===== src/rtl/mem_arbiter_if.sv =====
// Signal bundle between mem_arbiter, the core (fetch and load/store paths) and the shared memory.
// slave is the arbiter's view; master is the core-plus-memory environment driving it.
interface mem_arbiter_if;
    logic        if_req;
    logic [31:0] if_addr;
    logic        if_valid;
    logic [31:0] if_instr;
    logic        d_req;
    logic        d_we;
    logic [31:0] d_addr;
    logic [15:0] d_wdata;
    logic        d_done;
    logic [15:0] d_rdata;
    logic        bus_err;
    logic        mem_req;
    logic        mem_we;
    logic [31:0] mem_addr;
    logic [31:0] mem_wdata;
    logic        mem_ack;
    logic [31:0] mem_rdata;
    logic        stall;

    modport slave (
        input  if_req, if_addr, d_req, d_we, d_addr, d_wdata, mem_ack, mem_rdata,
        output if_valid, if_instr, d_done, d_rdata, bus_err,
               mem_req, mem_we, mem_addr, mem_wdata, stall
    );

    modport master (
        output if_req, if_addr, d_req, d_we, d_addr, d_wdata, mem_ack, mem_rdata,
        input  if_valid, if_instr, d_done, d_rdata, bus_err,
               mem_req, mem_we, mem_addr, mem_wdata, stall
    );
endinterface


===== src/rtl/mem_arbiter.sv =====
// Round-robin arbiter sharing one single-ported 32-bit memory between instruction fetch
// and 16-bit data load/store, with an access timeout and the core stall output.
//
//   state  | meaning
//   -------+-------------------------------------------------
//   S_IDLE | no access in flight, sampling requests for a grant
//   S_BUSY | memory access outstanding, waiting for mem_ack
//   S_RESP | completion pulse cycle, no new grant
module mem_arbiter #(
    parameter int TIMEOUT = 255
) (
    input  logic          clk,
    input  logic          _reset,
    mem_arbiter_if.slave  bus
);
    typedef enum logic [1:0] {S_IDLE, S_BUSY, S_RESP} state_t;
    typedef enum logic {G_FETCH = 1'b0, G_DATA = 1'b1} grant_t;

    // The counter is cleared on grant, so in BUSY cycle n it holds n-1.
    localparam logic [7:0] LP_CNT_LAST = 8'(TIMEOUT - 2);

    state_t      r_state,      w_state_nxt;
    grant_t      r_last_grant, w_last_grant_nxt;
    grant_t      r_gnt,        w_gnt_nxt;
    logic [7:0]  r_cnt,        w_cnt_nxt;
    logic        r_mem_req,    w_mem_req_nxt;
    logic        r_mem_we,     w_mem_we_nxt;
    logic [31:0] r_mem_addr,   w_mem_addr_nxt;
    logic [31:0] r_mem_wdata,  w_mem_wdata_nxt;
    logic [31:0] r_if_instr,   w_if_instr_nxt;
    logic [15:0] r_d_rdata,    w_d_rdata_nxt;
    logic        r_if_valid,   w_if_valid_nxt;
    logic        r_d_done,     w_d_done_nxt;
    logic        r_bus_err,    w_bus_err_nxt;

    always_ff @(posedge clk) begin
        if (_reset) begin
            r_state      <= S_IDLE;
            r_last_grant <= G_FETCH;
            r_gnt        <= G_FETCH;
            r_cnt        <= 8'd0;
            r_mem_req    <= 1'b0;
            r_mem_we     <= 1'b0;
            r_mem_addr   <= 32'd0;
            r_mem_wdata  <= 32'd0;
            r_if_instr   <= 32'd0;
            r_d_rdata    <= 16'd0;
            r_if_valid   <= 1'b0;
            r_d_done     <= 1'b0;
            r_bus_err    <= 1'b0;
        end else begin
            r_state      <= w_state_nxt;
            r_last_grant <= w_last_grant_nxt;
            r_gnt        <= w_gnt_nxt;
            r_cnt        <= w_cnt_nxt;
            r_mem_req    <= w_mem_req_nxt;
            r_mem_we     <= w_mem_we_nxt;
            r_mem_addr   <= w_mem_addr_nxt;
            r_mem_wdata  <= w_mem_wdata_nxt;
            r_if_instr   <= w_if_instr_nxt;
            r_d_rdata    <= w_d_rdata_nxt;
            r_if_valid   <= w_if_valid_nxt;
            r_d_done     <= w_d_done_nxt;
            r_bus_err    <= w_bus_err_nxt;
        end
    end

    always_comb begin
        w_state_nxt      = r_state;
        w_last_grant_nxt = r_last_grant;
        w_gnt_nxt        = r_gnt;
        w_cnt_nxt        = r_cnt;
        w_mem_req_nxt    = r_mem_req;
        w_mem_we_nxt     = r_mem_we;
        w_mem_addr_nxt   = r_mem_addr;
        w_mem_wdata_nxt  = r_mem_wdata;
        w_if_instr_nxt   = r_if_instr;
        w_d_rdata_nxt    = r_d_rdata;
        w_if_valid_nxt   = 1'b0;
        w_d_done_nxt     = 1'b0;
        w_bus_err_nxt    = 1'b0;

        case (r_state)
            S_IDLE: begin
                if (bus.if_req || bus.d_req) begin
                    if (bus.if_req && bus.d_req) begin
                        w_gnt_nxt = (r_last_grant == G_FETCH) ? G_DATA : G_FETCH;
                    end else begin
                        w_gnt_nxt = bus.d_req ? G_DATA : G_FETCH;
                    end
                    if (w_gnt_nxt == G_DATA) begin
                        w_mem_addr_nxt  = bus.d_addr;
                        w_mem_we_nxt    = bus.d_we;
                        w_mem_wdata_nxt = bus.d_we ? {16'd0, bus.d_wdata} : 32'd0;
                    end else begin
                        w_mem_addr_nxt  = bus.if_addr;
                        w_mem_we_nxt    = 1'b0;
                        w_mem_wdata_nxt = 32'd0;
                    end
                    w_cnt_nxt     = 8'd0;
                    w_mem_req_nxt = 1'b1;
                    w_state_nxt   = S_BUSY;
                end
            end
            S_BUSY: begin
                w_cnt_nxt = r_cnt + 8'd1;
                // An ack on the last allowed cycle beats the timeout.
                if (bus.mem_ack) begin
                    if (r_gnt == G_FETCH) begin
                        w_if_instr_nxt = bus.mem_rdata;
                    end else if (!r_mem_we) begin
                        w_d_rdata_nxt = bus.mem_rdata[15:0];
                    end
                    w_last_grant_nxt = r_gnt;
                    w_mem_req_nxt    = 1'b0;
                    w_mem_we_nxt     = 1'b0;
                    w_if_valid_nxt   = (r_gnt == G_FETCH);
                    w_d_done_nxt     = (r_gnt == G_DATA);
                    w_state_nxt      = S_RESP;
                end else if (r_cnt == LP_CNT_LAST) begin
                    if (r_gnt == G_FETCH) begin
                        w_if_instr_nxt = 32'd0;
                    end else begin
                        w_d_rdata_nxt = 16'd0;
                    end
                    w_mem_req_nxt  = 1'b0;
                    w_mem_we_nxt   = 1'b0;
                    w_if_valid_nxt = (r_gnt == G_FETCH);
                    w_d_done_nxt   = (r_gnt == G_DATA);
                    w_bus_err_nxt  = 1'b1;
                    w_state_nxt    = S_RESP;
                end
            end
            S_RESP: begin
                w_state_nxt = S_IDLE;
            end
            default: begin
                w_state_nxt = S_IDLE;
            end
        endcase
    end

    assign bus.if_valid  = r_if_valid;
    assign bus.if_instr  = r_if_instr;
    assign bus.d_done    = r_d_done;
    assign bus.d_rdata   = r_d_rdata;
    assign bus.bus_err   = r_bus_err;
    assign bus.mem_req   = r_mem_req;
    assign bus.mem_we    = r_mem_we;
    assign bus.mem_addr  = r_mem_addr;
    assign bus.mem_wdata = r_mem_wdata;
    assign bus.stall     = ~_reset & ((bus.if_req & ~r_if_valid) | (bus.d_req & ~r_d_done));
endmodule


===== src/flat_wrapper.sv =====
// flat-port wrapper written by rule: the top's interface ports become plain ports
module mem_arbiter_flat 
#(
    parameter int TIMEOUT = 255
)
  (clk, _reset, bus_if_req, bus_if_addr, bus_d_req, bus_d_we, bus_d_addr, bus_d_wdata, bus_mem_ack, bus_mem_rdata, bus_if_valid, bus_if_instr, bus_d_done, bus_d_rdata, bus_bus_err, bus_mem_req, bus_mem_we, bus_mem_addr, bus_mem_wdata, bus_stall);
  mem_arbiter_if bus_i ();
  input  logic clk;
  input  logic _reset;
  input wire logic [$bits(bus_i.if_req)-1:0] bus_if_req;
  input wire logic [$bits(bus_i.if_addr)-1:0] bus_if_addr;
  input wire logic [$bits(bus_i.d_req)-1:0] bus_d_req;
  input wire logic [$bits(bus_i.d_we)-1:0] bus_d_we;
  input wire logic [$bits(bus_i.d_addr)-1:0] bus_d_addr;
  input wire logic [$bits(bus_i.d_wdata)-1:0] bus_d_wdata;
  input wire logic [$bits(bus_i.mem_ack)-1:0] bus_mem_ack;
  input wire logic [$bits(bus_i.mem_rdata)-1:0] bus_mem_rdata;
  output wire logic [$bits(bus_i.if_valid)-1:0] bus_if_valid;
  output wire logic [$bits(bus_i.if_instr)-1:0] bus_if_instr;
  output wire logic [$bits(bus_i.d_done)-1:0] bus_d_done;
  output wire logic [$bits(bus_i.d_rdata)-1:0] bus_d_rdata;
  output wire logic [$bits(bus_i.bus_err)-1:0] bus_bus_err;
  output wire logic [$bits(bus_i.mem_req)-1:0] bus_mem_req;
  output wire logic [$bits(bus_i.mem_we)-1:0] bus_mem_we;
  output wire logic [$bits(bus_i.mem_addr)-1:0] bus_mem_addr;
  output wire logic [$bits(bus_i.mem_wdata)-1:0] bus_mem_wdata;
  output wire logic [$bits(bus_i.stall)-1:0] bus_stall;
  assign bus_i.if_req = bus_if_req;
  assign bus_i.if_addr = bus_if_addr;
  assign bus_i.d_req = bus_d_req;
  assign bus_i.d_we = bus_d_we;
  assign bus_i.d_addr = bus_d_addr;
  assign bus_i.d_wdata = bus_d_wdata;
  assign bus_i.mem_ack = bus_mem_ack;
  assign bus_i.mem_rdata = bus_mem_rdata;
  assign bus_if_valid = bus_i.if_valid;
  assign bus_if_instr = bus_i.if_instr;
  assign bus_d_done = bus_i.d_done;
  assign bus_d_rdata = bus_i.d_rdata;
  assign bus_bus_err = bus_i.bus_err;
  assign bus_mem_req = bus_i.mem_req;
  assign bus_mem_we = bus_i.mem_we;
  assign bus_mem_addr = bus_i.mem_addr;
  assign bus_mem_wdata = bus_i.mem_wdata;
  assign bus_stall = bus_i.stall;
  mem_arbiter #(.TIMEOUT(TIMEOUT)) u_core (.clk(clk), ._reset(_reset), .bus(bus_i));
endmodule

===== config.mk =====
export PLATFORM = sky130hd
export DESIGN_NAME = mem_arbiter_flat
export DESIGN_NICKNAME = d
export VERILOG_FILES = /design/src/rtl/mem_arbiter_if.sv /design/src/rtl/mem_arbiter.sv /design/src/flat_wrapper.sv
export SDC_FILE = /design/constraint.sdc
export NUM_CORES = 1
export LEC_CHECK = 0
export CORE_UTILIZATION = 43
export DETAILED_ROUTE_END_ITERATION = 8
export GPL_ROUTABILITY_DRIVEN = 0
export PLACE_DENSITY = 0.86
export SYNTH_ARGS = -nofsm -noshare
export SYNTH_HDL_FRONTEND = slang
export SYNTH_SLANG_ARGS = --single-unit

===== constraint.sdc =====
create_clock -name clk -period 2.28 [get_ports clk]
set_input_delay 0.456 -clock clk [delete_from_list [all_inputs] [get_ports clk]]
set_output_delay 0.456 -clock clk [all_outputs]
set_load 0.1 [all_outputs]

# --- Yosys cells after proc, flatten, opt, wreduce, memory -nomap -nowiden ---
# Index checks and enable logic that the tools add are counted.
# Widths: inputs -> output; s select.
word_totals:
  latch_bits: 0
  ramBits: 0
  mem_bits_ro: 0
  output_inout_bits: 118
  regBits: 129
  mem_count: 0
  in_bits: 118
op_classes:
  n_mul: 0
  magnitude_cmp: 0
  shift: 0
  bitwise: 9
  n_addsub: 1
  n_div: 0
  n_eq_ne: 5
  mux: 35
  n_reduce_logical: 14
op_table:
  columns: ["cell", "n"]
  rows:
  - ["$mux 32", 6]
  - ["$mux 16", 6]
  - ["$pmux 8 s2", 1]
  - ["$mux 1", 15]
  - ["$add 8x1->8 const B", 1]
  - ["$eq 8x8->1 const B", 1]
  - ["$mux 8", 1]
  - ["$reduce_and 2->1", 4]
  - ["$mux 2", 3]
  - ["$reduce_and 3->1", 2]
  - ["$not 1->1", 5]
  - ["$pmux 1 s2", 2]
  - ["$pmux 2 s2", 1]
  - ["$reduce_and 4->1", 1]
  - ["$reduce_bool 2->1", 2]
  - ["$and 1x1->1", 3]
  - ["$ne 3x2->1 const B", 1]
  - ["$reduce_or 3->1", 1]
  - ["$eq 2x1->1 const B", 1]
  - ["$logic_not 2->1", 1]
  - ["$ne 2x1->1 const B", 1]
  - ["$ne 2x2->1 const B", 1]
  - ["$reduce_or 2->1", 1]
  - ["$logic_and 1x1->1", 1]
  - ["2 further kinds", 2]

# --- Logic depth before layout (Yosys ltp) ---
# Gate-level depths: netlist of run 1.
logic_depth:
  ltp_word: 7
  mapped_depth: 7
  ltp_nobuf: 6

# --- Worst setup path before layout of run 1 ---
# OpenSTA, ideal clock, no wires.
synth_path:
  kind: "register to output"
  start: "register u_core.r_d_done, in the netlist u_core.bus.d_done"
  end: "output bus_stall"
  slack_ps: -580
  required_ps: 1824
  stages_incl_launch_ff: 3
  arrival_time_ps: 2404
  path_cell_list: "dfxtp_1 -> nand2b_1 -> a21oi_1"
synth_via:
  elab_chain_len: 4
synth_rtl:
  columns: ["element", "line_no", "text"]
  rows:
  - ["from (decl)", "mem_arbiter.sv:33", "logic r_d_done, w_d_done_nxt;"]
  - ["from (signal assigned)", "mem_arbiter.sv:63", "r_d_done <= w_d_done_nxt;"]
  - ["$not 1->1", "mem_arbiter.sv:152", "assign bus.stall = ~_reset & ((bus.if_req & ~r_if_valid) | (bus.d_req & ~r_d_done));"]
  - ["$and 1x1->1", "mem_arbiter.sv:152", null]
  - ["$or 1x1->1", "mem_arbiter.sv:152", null]
  - ["$and 1x1->1", "mem_arbiter.sv:152", null]
  - ["to (decl)", "flat_wrapper.sv:27", "output wire logic [$bits(bus_i.stall)-1:0] bus_stall;"]
# Every way passes these cells.

# --- Worst setup path after layout of run 1 ---
layout_path:
  start: "input bus_if_req"
  end: "output bus_stall"
layout_via:
  elab_chain_len: 3
layout_rtl:
  columns: ["element", "line_no", "text"]
  rows:
  - ["from (decl)", "flat_wrapper.sv:10", "input wire logic [$bits(bus_i.if_req)-1:0] bus_if_req;"]
  - ["$and 1x1->1", "mem_arbiter.sv:152", null]
  - ["$or 1x1->1", "mem_arbiter.sv:152", null]
  - ["$and 1x1->1", "mem_arbiter.sv:152", null]
# Every way passes these cells.

==> impl_metrics.py, run 1 <==
metrics = {
    "floorplanning": {
        "die_x_microns": 104.3,
        "die_h_microns": 104.3,
        "die-area_sq_um": 10880,
        "rows": 36,
        "io_pins": 236,
        "core_area_sq_um": 9955,
        "start_util_pct": 45.20,
    },
    "setup_path": {
        "arrival_ns": 1.55,
        "worst-setup-path-type": "in -> out",
        "ff2ff_setup_slack_ns": 0.46,
        "r2r_cells": 6,
        "start_kind": "input pin",
        "timing.rr.end": "u_core.bus.d_rdata[1]$_SDFFE_PP0P_",
        "critPathCaptureType": "primary output",
        "r2r-start": "u_core.r_cnt[1]$_SDFFE_PP0P_",
        "worstPathRequired_ns": 1.82,
        "crit_fanout": 5,
    },
    "pwr": {
        "p_leak_nw": 2.982,
        "pwr_density_cell_nw_per_um2": 936.9,
        "irDropWorstVdd_mv": 0.5952,
    },
    "detailed_routing": {
        "viasPerCell": 5.110,
        "postRouteAntennaNets": 0,
        "wl_per_cell_microns": 15.92,
        "drc": 0,
        "wl_mm": 13.30,
        "dr.pass1.iters": 4,
        "vias": 4267,
        "drt_iter0_markers": 253,
    },
    "hold_path": {
        "hold-path-cell-count": 2,
        "min_from": "_reset",
        "hp-class": "in -> reg",
        "whs_endpoint": "u_core.r_cnt[7]$_SDFFE_PP0P_",
    },
    "place": {
        "port_buffers": 219,
        "placed_cells": 805,
        "hpwlAfterDp_mm": 9.622,
    },
    "synthesis": {
        "ys_warn_count": 0,
        "synth.avg_cell_area_sq_um": 9.354,
        "ys_seq_area_share_pct": 50.28,
        "synth.distinct_cells": 43,
        "syn-instance-count": 481,
        "ys_ff_latch": 113,
        "synthesis.area_sq_um": 4499,
    },
    "clock_tree": {
        "clk_latency_ns": 0.50,
        "cts_resized": 0,
        "cts-root-buf": "clkbuf_8",
        "post_cts_buffers": 0,
        "clkSinkCount": 113,
        "cts_made_buffers": 17,
        "cts.reportedPaths.clkPinSlew_ns": 0.05,
        "hold_buffers": 0,
        "cts_tree": "yes",
        "cts_max_level": 4,
        "clock_path_buffers": 2,
    },
    "global_routing": {
        "grt_max_degree": 51,
        "grt_first_pass_wirelength_mm": 20.63,
        "antenna_found_initial": 0,
        "grt_pass1_vias": 4140,
        "grt_usage_pct": 23.83,
        "gr-total-overflow": 0,
    },
    "timing": {
        "finalHoldViolCount": 0,
        "fin_tns_setup_ns": 0,
        "fmax_mhz": 499.1,
        "min_period_over_period_pct": 87.87,
        "relSlewSlack_pct": 46.11,
        "rsz0062_at_grt": "false",
        "drv_slew": 0,
        "worst_slew_pin_slew_ns": 0.8058,
        "fin_crit_ns": 2.004,
        "finalSetupViolations": 0,
        "skew_ns": 0.007430,
    },
    "job": {
        "cap_violations": 0,
    },
    "final_layout": {
        "syn_to_final_growth_pct": 58.15,
        "final-seq-area_sq_um": 2262,
        "instances_no_fill": 835,
        "drive_above_1_share_pct": 22.79,
        "final_util_pct": 71.48,
        "multi_input_area_sq_um": 1992,
        "fin_nets": 811,
        "fillers": 745,
        "antennaDiodeCount": 0,
    },
    "run_status": {
        "status": "finished, final reports clean",
    },
}
[logic make-up (layout without fill, tap and decap cells)]
group | after synthesis | in the layout | synth area share (%)
other | 1 | 16 | 0.08335
flip-flops | 113 | 113 | 50.28
AND/OR/NAND/NOR | 122 | 122 | 12.43
multiplexers | 33 | 33 | 7.342
adder cells (fa/ha/maj) | 2 | 2 | 0.5561
AO/OA/AOI/OAI | 154 | 154 | 22.08
buffers and inverters | 56 | 262 | 7.230
[layout by cell type (no fill, tap or decap), types with 3 or more instances in the layout]
cell,Yosys,routed
a211oi_1,33,33
a21oi_1,44,43
a22o_1,10,10
a22o_2,6,6
a22oi_1,16,16
buf_12,0,4
buf_4,22,110
bufinv_16,0,5
clkbuf_16,0,16
clkdlybuf4s50_1,0,116
conb_1,1,16
dfxtp_1,113,113
mux2i_1,33,33
nand2_1,37,37
nand2b_1,4,4
nand3_1,3,3
nor2_1,58,58
nor3_1,4,4
o21ai_0,35,35
or3_1,3,3
[Yosys cell counts]
master / number / area share [%]
nand4_1: 1 / 0.14
ha_1: 2 / 0.56
or3_1: 3 / 0.42
a211oi_1: 33 / 5.5
a22o_1: 10 / 1.9
nor2_4: 1 / 0.25
conb_1: 1 / 0.083
a31oi_1: 1 / 0.14
and2b_4: 1 / 0.22
nor4_1: 1 / 0.14
o31ai_2: 1 / 0.28
clkbuf_8: 1 / 0.31
inv_1: 2 / 0.17
and2_1: 1 / 0.14
mux2i_1: 33 / 7.3
nor2_1: 58 / 4.8
or4b_1: 1 / 0.22
o21ai_1: 1 / 0.11
o311ai_0: 1 / 0.19
nor3_1: 4 / 0.44
or3b_4: 1 / 0.25
o21ai_0: 35 / 3.9
dfxtp_1: 113 / 50
buf_6: 2 / 0.50
a31oi_2: 1 / 0.28
a21oi_1: 44 / 4.9
a21boi_1: 1 / 0.17
or4_1: 1 / 0.17
and3_1: 1 / 0.14
or2_2: 2 / 0.28
o21a_1: 2 / 0.33
buf_2: 6 / 0.67
clkbuf_1: 18 / 1.5
nand3_1: 3 / 0.33
buf_4: 22 / 3.7
o211ai_1: 2 / 0.33
nor4b_4: 1 / 0.53
nand4_2: 1 / 0.28
a22o_2: 6 / 1.3
a22oi_1: 16 / 2.7
nand2b_1: 4 / 0.56
buf_1: 5 / 0.42
nand2_1: 37 / 3.1
[sequential cells by signal, summed over array words and instances (netlist names), 2 cells and up]
signal / count
u_core.bus.if_instr: 32
u_core.bus.mem_addr: 32
u_core.bus.d_rdata: 16
u_core.bus.mem_wdata: 16
u_core.r_cnt: 8
u_core.r_state: 2
[metal layers]
layer / vias up / routed length, microns / GRT usage, %
li1: 2099 / - / -
met1: 1945 / 5392 / 26.41
met2: 202 / 6615 / 41.39
met3: 21 / 1057 / 8.271
met4: 0 / 230 / 9.694
met5: - / 0 / 0
[worst max-delay path, cell delays in order]
cell	delay (ns)
clkdlybuf4s50_1	0.60
nand2b_1	0.13
a21oi_4	0.16
buf_12	0.19
[through the flow]
stage               hold slack (ns)  cell area [sq um]  total power [mW]  setup slack [ns]
finish                       0.2525               7116             6.667            0.2765
global route                 0.2400               7116             6.879            0.2244
CTS                          0.2283               7116             6.703            0.2734
detailed placement           0.4623               6495             3.930           0.08058
global placement             0.4590               6495             3.902            0.1177
floorplan                    0.4605               4567             3.454            0.2879
[how the worst max path moves through the flow]
stage          slack [ns]                          from  depth (start not counted)                                  to
2_1_floorplan        0.29  u_core.bus.d_done$_SDFF_PP0_                          2                           bus_stall
3_3_place_gp         0.12                   bus_mem_ack                          5  u_core.bus.d_rdata[1]$_SDFFE_PP0P_
3_5_place_dp         0.08                   bus_mem_ack                          5  u_core.bus.d_rdata[1]$_SDFFE_PP0P_
4_1_cts              0.27                    bus_if_req                          4                           bus_stall
5_1_grt              0.22                    bus_if_req                          4                           bus_stall
6_report             0.28                    bus_if_req                          4                           bus_stall
[area by class of cell]
cell class / instances / share of cell area, %
Inverter: 2 / 0.1055
Clock inverter: 10 / 2.602
Timing Repair Buffer: 230 / 29.05
Clock buffer: 20 / 6.119
Tap cell: 133 / 2.339
Sequential cell: 113 / 31.79
Multi-Input combinational cell: 327 / 27.99
[where the power goes]
part,leakage (nW),internal (mW),switching (mW)
clock network,0.301,1.90,0.877
logic,1.76,0.470,1.26
registers,0.923,2.09,0.0698
total,2.98,4.46,2.20
Power figures use the tool's default switching activity.
==> run 2, diff against run 1 <==
--- a/config.mk
+++ b/config.mk
@@ -5,6 +5,8 @@
 export SDC_FILE = /design/constraint.sdc
 export NUM_CORES = 1
 export LEC_CHECK = 0
+export CAP_MARGIN = 30
+export CORE_ASPECT_RATIO = 1.75
 export CORE_UTILIZATION = 43
 export DETAILED_ROUTE_END_ITERATION = 8
 export GPL_ROUTABILITY_DRIVEN = 0
==> run 2 against run 1 <==
Clock skew increased by 0.0031 ns; register-to-register slack got worse by 0.04 ns; global-route usage fell by 0.36 points; sequential share of layout area grew 0.16 points; flip-flop and latch count stayed put; utilization shrank 2.3 points; sequential power about the same; final area down 0.49%; routed wire length is 2.0% lower; cell count is 0.60% lower; non-clock buffer count is the same; setup slack got worse by 0.0085 ns; critical path type unchanged; largest cell class unchanged.
==> impl_metrics.py, run 2 (synthesized netlist as in run 1, its figures left out) <==
metrics = {
    "floorplanning": {
        "die_x_microns": 79.33,
        "core_area_sq_um": 10240,
        "die-area_sq_um": 10890,
        "start_util_pct": 43.94,
        "rows": 49,
        "die_h_microns": 137.3,
        "io_pins": 236,
    },
    "timing": {
        "drv_slew": 0,
        "skew_ns": 0.01052,
        "min_period_over_period_pct": 88.25,
        "finalHoldViolCount": 0,
        "fmax_mhz": 497.0,
        "fin_tns_setup_ns": 0,
        "finalSetupViolations": 0,
        "worst_slew_pin_slew_ns": 0.8287,
        "relSlewSlack_pct": 44.58,
        "rsz0062_at_grt": "false",
        "fin_ws_ns": 0.2680,
        "fin_crit_ns": 2.012,
    },
    "setup_path": {
        "r2r-start": "u_core.r_cnt[1]$_SDFFE_PP0P_",
        "worst-setup-path-type": "in -> out",
        "critPathCaptureType": "primary output",
        "worstPathRequired_ns": 1.82,
        "r2r_cells": 6,
        "arrival_ns": 1.56,
        "ff2ff_setup_slack_ns": 0.42,
        "crit_fanout": 5,
        "timing.rr.end": "u_core.bus.d_rdata[2]$_SDFFE_PP0P_",
        "start_kind": "input pin",
    },
    "pwr": {
        "power.total_mw": 6.545,
        "p_leak_nw": 2.965,
        "irDropWorstVdd_mv": 0.6227,
        "pwr_density_cell_nw_per_um2": 924.4,
    },
    "place": {
        "hpwlAfterDp_mm": 9.431,
        "port_buffers": 219,
        "place_ws_ns": 0.09543,
    },
    "detailed_routing": {
        "vias": 4338,
        "drc": 0,
        "dr.pass1.iters": 4,
        "drt_iter0_markers": 184,
        "wl_mm": 13.03,
        "viasPerCell": 5.227,
        "postRouteAntennaNets": 0,
        "wl_per_cell_microns": 15.70,
    },
    "clock_tree": {
        "post_cts_buffers": 0,
        "cts-root-buf": "clkbuf_16",
        "clkSinkCount": 113,
        "cts_tree": "yes",
        "cts_resized": 0,
        "cts_made_buffers": 17,
        "clk_latency_ns": 0.40,
        "cts.reportedPaths.clkPinSlew_ns": 0.05,
        "hold_buffers": 0,
        "cts_max_level": 4,
        "clock_path_buffers": 2,
    },
    "final_layout": {
        "final_cell_mix": "clkdlybuf4s50_1 (116), dfxtp_1 (113), buf_4 (111)",
        "fin_nets": 811,
        "syn_to_final_growth_pct": 57.37,
        "final_common_cell": "clkdlybuf4s50_1",
        "drive_above_1_share_pct": 22.90,
        "antennaDiodeCount": 0,
    },
    "global_routing": {
        "grt_first_pass_wirelength_mm": 19.82,
        "gr-total-overflow": 0,
        "grt_usage_pct": 23.48,
        "grt_max_degree": 65,
        "antenna_found_initial": 0,
        "grt_pass1_vias": 4255,
    },
    "hold_path": {
        "min_from": "u_core.bus.if_instr[2]$_SDFFE_PP0P_",
        "hp-class": "reg -> reg",
        "whs_endpoint": "u_core.bus.if_instr[2]$_SDFFE_PP0P_",
        "hold-path-cell-count": 2,
    },
    "job": {
        "cap_violations": 0,
    },
    "run_status": {
        "status": "finished, final reports clean",
    },
}
-- run 2: cell types whose count changed in the layout (fill, tap and decap cells not counted) --
cell,previous run,this run
clkinv_4,2,1
clkbuf_8,2,3
buf_4,110,111
buf_12,4,3
clkinvlp_4,1,3
bufinv_16,5,3
clkbuf_16,16,17
-- run 2: routing by layer --
| metal | wire length (microns) | up-vias | GRT usage [%] | share of wire (%) |
|---|---|---|---|---|
| li1 | - | 2102 | - | - |
| met1 | 4767 | 2018 | 23.64 | 37 |
| met2 | 7022 | 184 | 43.44 | 54 |
| met3 | 867 | 34 | 7.152 | 6.7 |
| met4 | 371 | 0 | 10.61 | 2.8 |
| met5 | 0 | - | 0 | 0 |
-- run 2: worst max-delay path, cell delays in order --
cell             delay [ns]
clkdlybuf4s50_1        0.60
nand2b_1               0.14
a21oi_4                0.16
buf_12                 0.19
-- run 2: layout make-up --
cell class                 instances  area (sq um)
fill                             771          3158
sequential                       113          2262
timing repair buffer             230          2054
multi-input combinational        327          1992
clock buffer                      22         474.2
tap                              127         158.9
clock inverter                     9         131.4
inverter                           2         7.507
-- run 2: worst max-delay path by stage --
| stage | start | to | slack (ns) | cells past startpoint |
|---|---|---|---|---|
| after detailed placement | bus_mem_ack | u_core.bus.d_rdata[2]$_SDFFE_PP0P_ | 0.1 | 5 |
| after global routing | bus_if_req | bus_stall | 0.23 | 4 |
| after global placement | bus_mem_ack | u_core.bus.d_rdata[4]$_SDFFE_PP0P_ | 0.17 | 5 |
| after floorplan | u_core.bus.d_done$_SDFF_PP0_ | bus_stall | 0.29 | 2 |
| final | bus_if_req | bus_stall | 0.27 | 4 |
| after CTS | bus_if_req | bus_stall | 0.26 | 4 |
-- run 2: per-stage QoR --
step / instances / utilization (%) / hold slack (ns) / cell area (sq um)
floorplan: 496 / - / 0.4605 / 4567
global placement: 799 / 63.24 / 0.4585 / 6475
detailed placement: 799 / 63.24 / 0.4646 / 6475
CTS: 830 / 69.16 / 0.4760 / 7081
global route: 830 / 69.16 / 0.4933 / 7081
finish: 830 / 69.16 / 0.4756 / 7081
-- run 2: report_power, final --
part | internal (mW) | leakage [nW] | total (mW) | switching (mW)
registers | 2.09 | 0.923 | 2.16 | 0.0672
clock network | 1.79 | 0.288 | 2.67 | 0.873
logic | 0.464 | 1.75 | 1.72 | 1.25
==> edit 1, RTL diff (flow settings as in run 2) <==
Re-encode `state_t` (3 states) as one-hot, 3 bits wide.
--- a/src/rtl/mem_arbiter.sv
+++ b/src/rtl/mem_arbiter.sv
@@ -13,7 +13,7 @@
     input  logic          _reset,
     mem_arbiter_if.slave  bus
 );
-    typedef enum logic [1:0] {S_IDLE, S_BUSY, S_RESP} state_t;
+    typedef enum logic [2:0] {S_IDLE = 3'b001, S_BUSY = 3'b010, S_RESP = 3'b100} state_t;
     typedef enum logic {G_FETCH = 1'b0, G_DATA = 1'b1} grant_t;
 
     // The counter is cleared on grant, so in BUSY cycle n it holds n-1.
Behaviour: no difference found for any inputs over 4 cycles, from zero or initial values and one cycle with _reset high; so few cycles prove little.
==> edit 1 against run 2 <==
- non-clock buffer count decreased by 1
- power decreased by 6.0%
- setup slack got worse by 7.6 ps
- design area decreased by 2.8%
- sequential cell count increased by 1
- wire length decreased by 2.3%
- via count decreased by 6.7%
- area after synthesis decreased by 3.4%
- count of clock-buffer cells in the layout increased by 2
- highest routed layer unchanged
==> edit 1: results <==
synthesis:
  yosysSeqAreaShare_pct: 52.5
  yosysTopAreaCellShare_pct: 52.5
  muxShareOfSynthArea_pct: 7.83
  yosysWarnings: 0
  synth_top_cells_by_area: "dfxtp_1, a22o_1, mux2i_1"
  synth-adder-area-share_pct: 0.576
  ys_top_cells_by_count: "dfxtp_1, a22o_1, nor2_1, mux2i_1, a211oi_1"
  synth_area_per_cell_sq_um: 10.7
  synth_compound_area_share_pct: 22.6
  ys_types: 39
layout:
  num-multi-input-gates: 253
  clk_share_pct: 7.58
  seq_share_pct: 33.2
  drive_above_1_share_pct: 23.4
  instances_no_fill: 754
  fill_cells: 718
  buffer_area_share_pct: 30.1
  clock_buffers: 24
  nets: 739
  finalCoreUtilization_pct: 69.9
  buffers: 229
  multi_input_area_share_pct: 26.7
  inv_count: 4
timing:
  worst_clock_skew_ps: 7.46
  fmax_mhz: 495
  relSlewSlack_pct: 56.9
  hold_slack_ps: 472
routing:
  drt_iter0_drc: 246
  wl_per_cell_um: 16.9
  vias: 4046
worst_setup_path:
  rr_endpoint: "u_core.bus.if_instr[15]$_SDFFE_PP0P_"
  ff2ff_setup_slack_ps: 370
  crit_path_max_fanout: 2
worst_hold_path:
  min_from: "_reset"
  hp-class: "input port to register"
  whs_endpoint: "u_core.r_last_grant$_SDFFE_PP0P_"
power:
  p_leak_nw: 2.96
  ir_worst_vdd_v: 0.000576
  p_switching_mw: 2.10
global_routing:
  grt_pass1_wl_mm: 19.4
  grt_pass1_vias: 3947
  grt_start_max_net_pins: 67
  track_usage_pct: 24.0
placed_design:
  dp_hpwl_mm: 8.99
  dp_worst_setup_slack_ps: 13.4
  dp_cells: 725
  place_area_sq_mm: 0.00636
outcome:
  status: "finished clean"
-- edit 1: cell count changes after synthesis, sizes merged, moves of 3 or more --
cell	change
clkbuf	-7
a22o	+48
a21oi	-32
a22oi	-16
nand2	-30
or4	+3
o21ai	-32
nor2	-22
o31ai	+5
-- edit 1: layer usage --
metal | up-vias | global-route usage, % | part of all wire (%)
li1 | 1905 | - | -
met1 | 1884 | 23.8 | 35
met2 | 222 | 43.7 | 54
met3 | 35 | 6.55 | 7.7
met4 | 0 | 14.7 | 3.3
met5 | - | 0 | 0
-- edit 1: critical path: stages --
cell and delay, ps:
clkdlybuf4s50_1 490, buf_4 140, nand2b_1 90, a21oi_4 180
buf_12 190
-- edit 1: power groups by stage --
stage	registers, mW	clock network (mW)	logic [mW]
detailed placement	2.22	0	1.65
finish	2.18	2.32	1.65
CTS	2.18	2.35	1.66
global route	2.19	2.45	1.72
global placement	2.22	0	1.63
floorplan	2.95	0	0.458
==> edit 2, RTL diff (flow settings as in run 2) <==
Without the edit above. `TIMEOUT` is set to 255 in 2 places; all go to 191.
--- a/src/rtl/mem_arbiter.sv
+++ b/src/rtl/mem_arbiter.sv
@@ -7,7 +7,7 @@
 //   S_BUSY | memory access outstanding, waiting for mem_ack
 //   S_RESP | completion pulse cycle, no new grant
 module mem_arbiter #(
-    parameter int TIMEOUT = 255
+    parameter int TIMEOUT = 191
 ) (
     input  logic          clk,
     input  logic          _reset,
--- a/src/flat_wrapper.sv
+++ b/src/flat_wrapper.sv
@@ -1,7 +1,7 @@
 // flat-port wrapper written by rule: the top's interface ports become plain ports
 module mem_arbiter_flat 
 #(
-    parameter int TIMEOUT = 255
+    parameter int TIMEOUT = 191
 )
   (clk, _reset, bus_if_req, bus_if_addr, bus_d_req, bus_d_we, bus_d_addr, bus_d_wdata, bus_mem_ack, bus_mem_rdata, bus_if_valid, bus_if_instr, bus_d_done, bus_d_rdata, bus_bus_err, bus_mem_req, bus_mem_we, bus_mem_addr, bus_mem_wdata, bus_stall);
   mem_arbiter_if bus_i ();
Formal check against the unedited RTL: no difference found for any inputs over 4 cycles, from zero or initial values and one cycle with _reset high; that may be too few to reach the edited logic, so the function may still have changed.
==> edit 2 against run 2 <==
- count of clock-buffer cells in the layout is the same
- critical path depth is the same
- sequential share of layout area shrank 1.0 points
- design area increased by 3.3%
- global-route usage rose by 1.1 points
- setup slack lost 130 ps
- area after synthesis up 4.6%
- sequential cell count stayed put
- clock skew grew 2.4 ps
- critical endpoint is now u_core.bus.d_rdata[7]$_SDFFE_PP0P_
- wire length rose by 6.5%
- power grew 2.9%
- synthesized cell count increased by 9.1%
- clock power grew 6%
==> edit 2: results <==
outcome:
  status: "finished clean"
global_routing:
  track_usage_pct: 24.6
  grt_start_max_net_pins: 66
  grt_pass1_wl_mm: 21.3
  grt_pass1_vias: 4549
placed_design:
  dp_cells: 837
  dp_worst_setup_slack_ps: 172
  place_area_sq_mm: 0.00668
synthesis:
  ys_top_cells_by_count: "dfxtp_1, a21oi_1, nor2_1, nand2_1, a211oi_1"
  ys_types: 39
  yosysSeqAreaShare_pct: 48.0
layout:
  nets: 846
  drive_above_1_share_pct: 20.8
worst_setup_path:
  startpoint: "u_core.r_state[0]$_SDFFE_PP0P_"
  end_kind: "register"
  crit_path_max_fanout: 16
  worstRegToRegCells: 4
  rr_endpoint: "u_core.bus.d_rdata[7]$_SDFFE_PP0P_"
worst_hold_path:
  whs_endpoint: "u_core.bus.if_instr[28]$_SDFFE_PP0P_"
power:
  p_leak_nw: 2.99
routing:
  avgViaCountPerCell: 5.33
  route.met2.wl_mm: 7.39
  m1WireLength_mm: 4.90
  route.met3.wl_mm: 1.19
  vias: 4630
timing:
  relSlewSlack_pct: 54.7
  hold_slack_ps: 466
  worst_clock_skew_ps: 12.9
  timing.final.ws_setup_ps: 141
-- edit 2: cell type report --
cell class              count  area, sq um
inverters                   2         7.51
flip-flops and latches    113         2260
clock inverters            10          183
multi-input cells         362         2160
repair buffers            230         2090
fillers                   846         3380
clock buffers              22          454
well taps                 130          163
-- edit 2: metal layers --
layer  vias up  GRT usage (%)
li1       2235              -
met1      2125           23.8
met2       239           44.4
met3        31           8.66
met4         0           12.3
met5         -              0
-- edit 2: logic make-up after synthesis --
group	count (synthesis)	share of synthesized area [%]
flops	113	48.0
mux	32	6.80
simple gates	144	13.6
fa+ha+maj	2	0.531
compound gates	168	22.9
other cells	1	0.0796
buf+inv	65	8.00
-- edit 2: critical path, cell delays in order (launching register included) --
cell,delay (ps)
dfxtp_1,450
nor2b_1,590
nand2_1,480
o21ai_0,350
a21oi_1,140
-- edit 2: power by group --
group / internal, mW / total, mW / switching [mW]
logic: 0.463 / 1.72 / 1.26
clock network: 1.96 / 2.84 / 0.880
registers: 2.09 / 2.17 / 0.0785
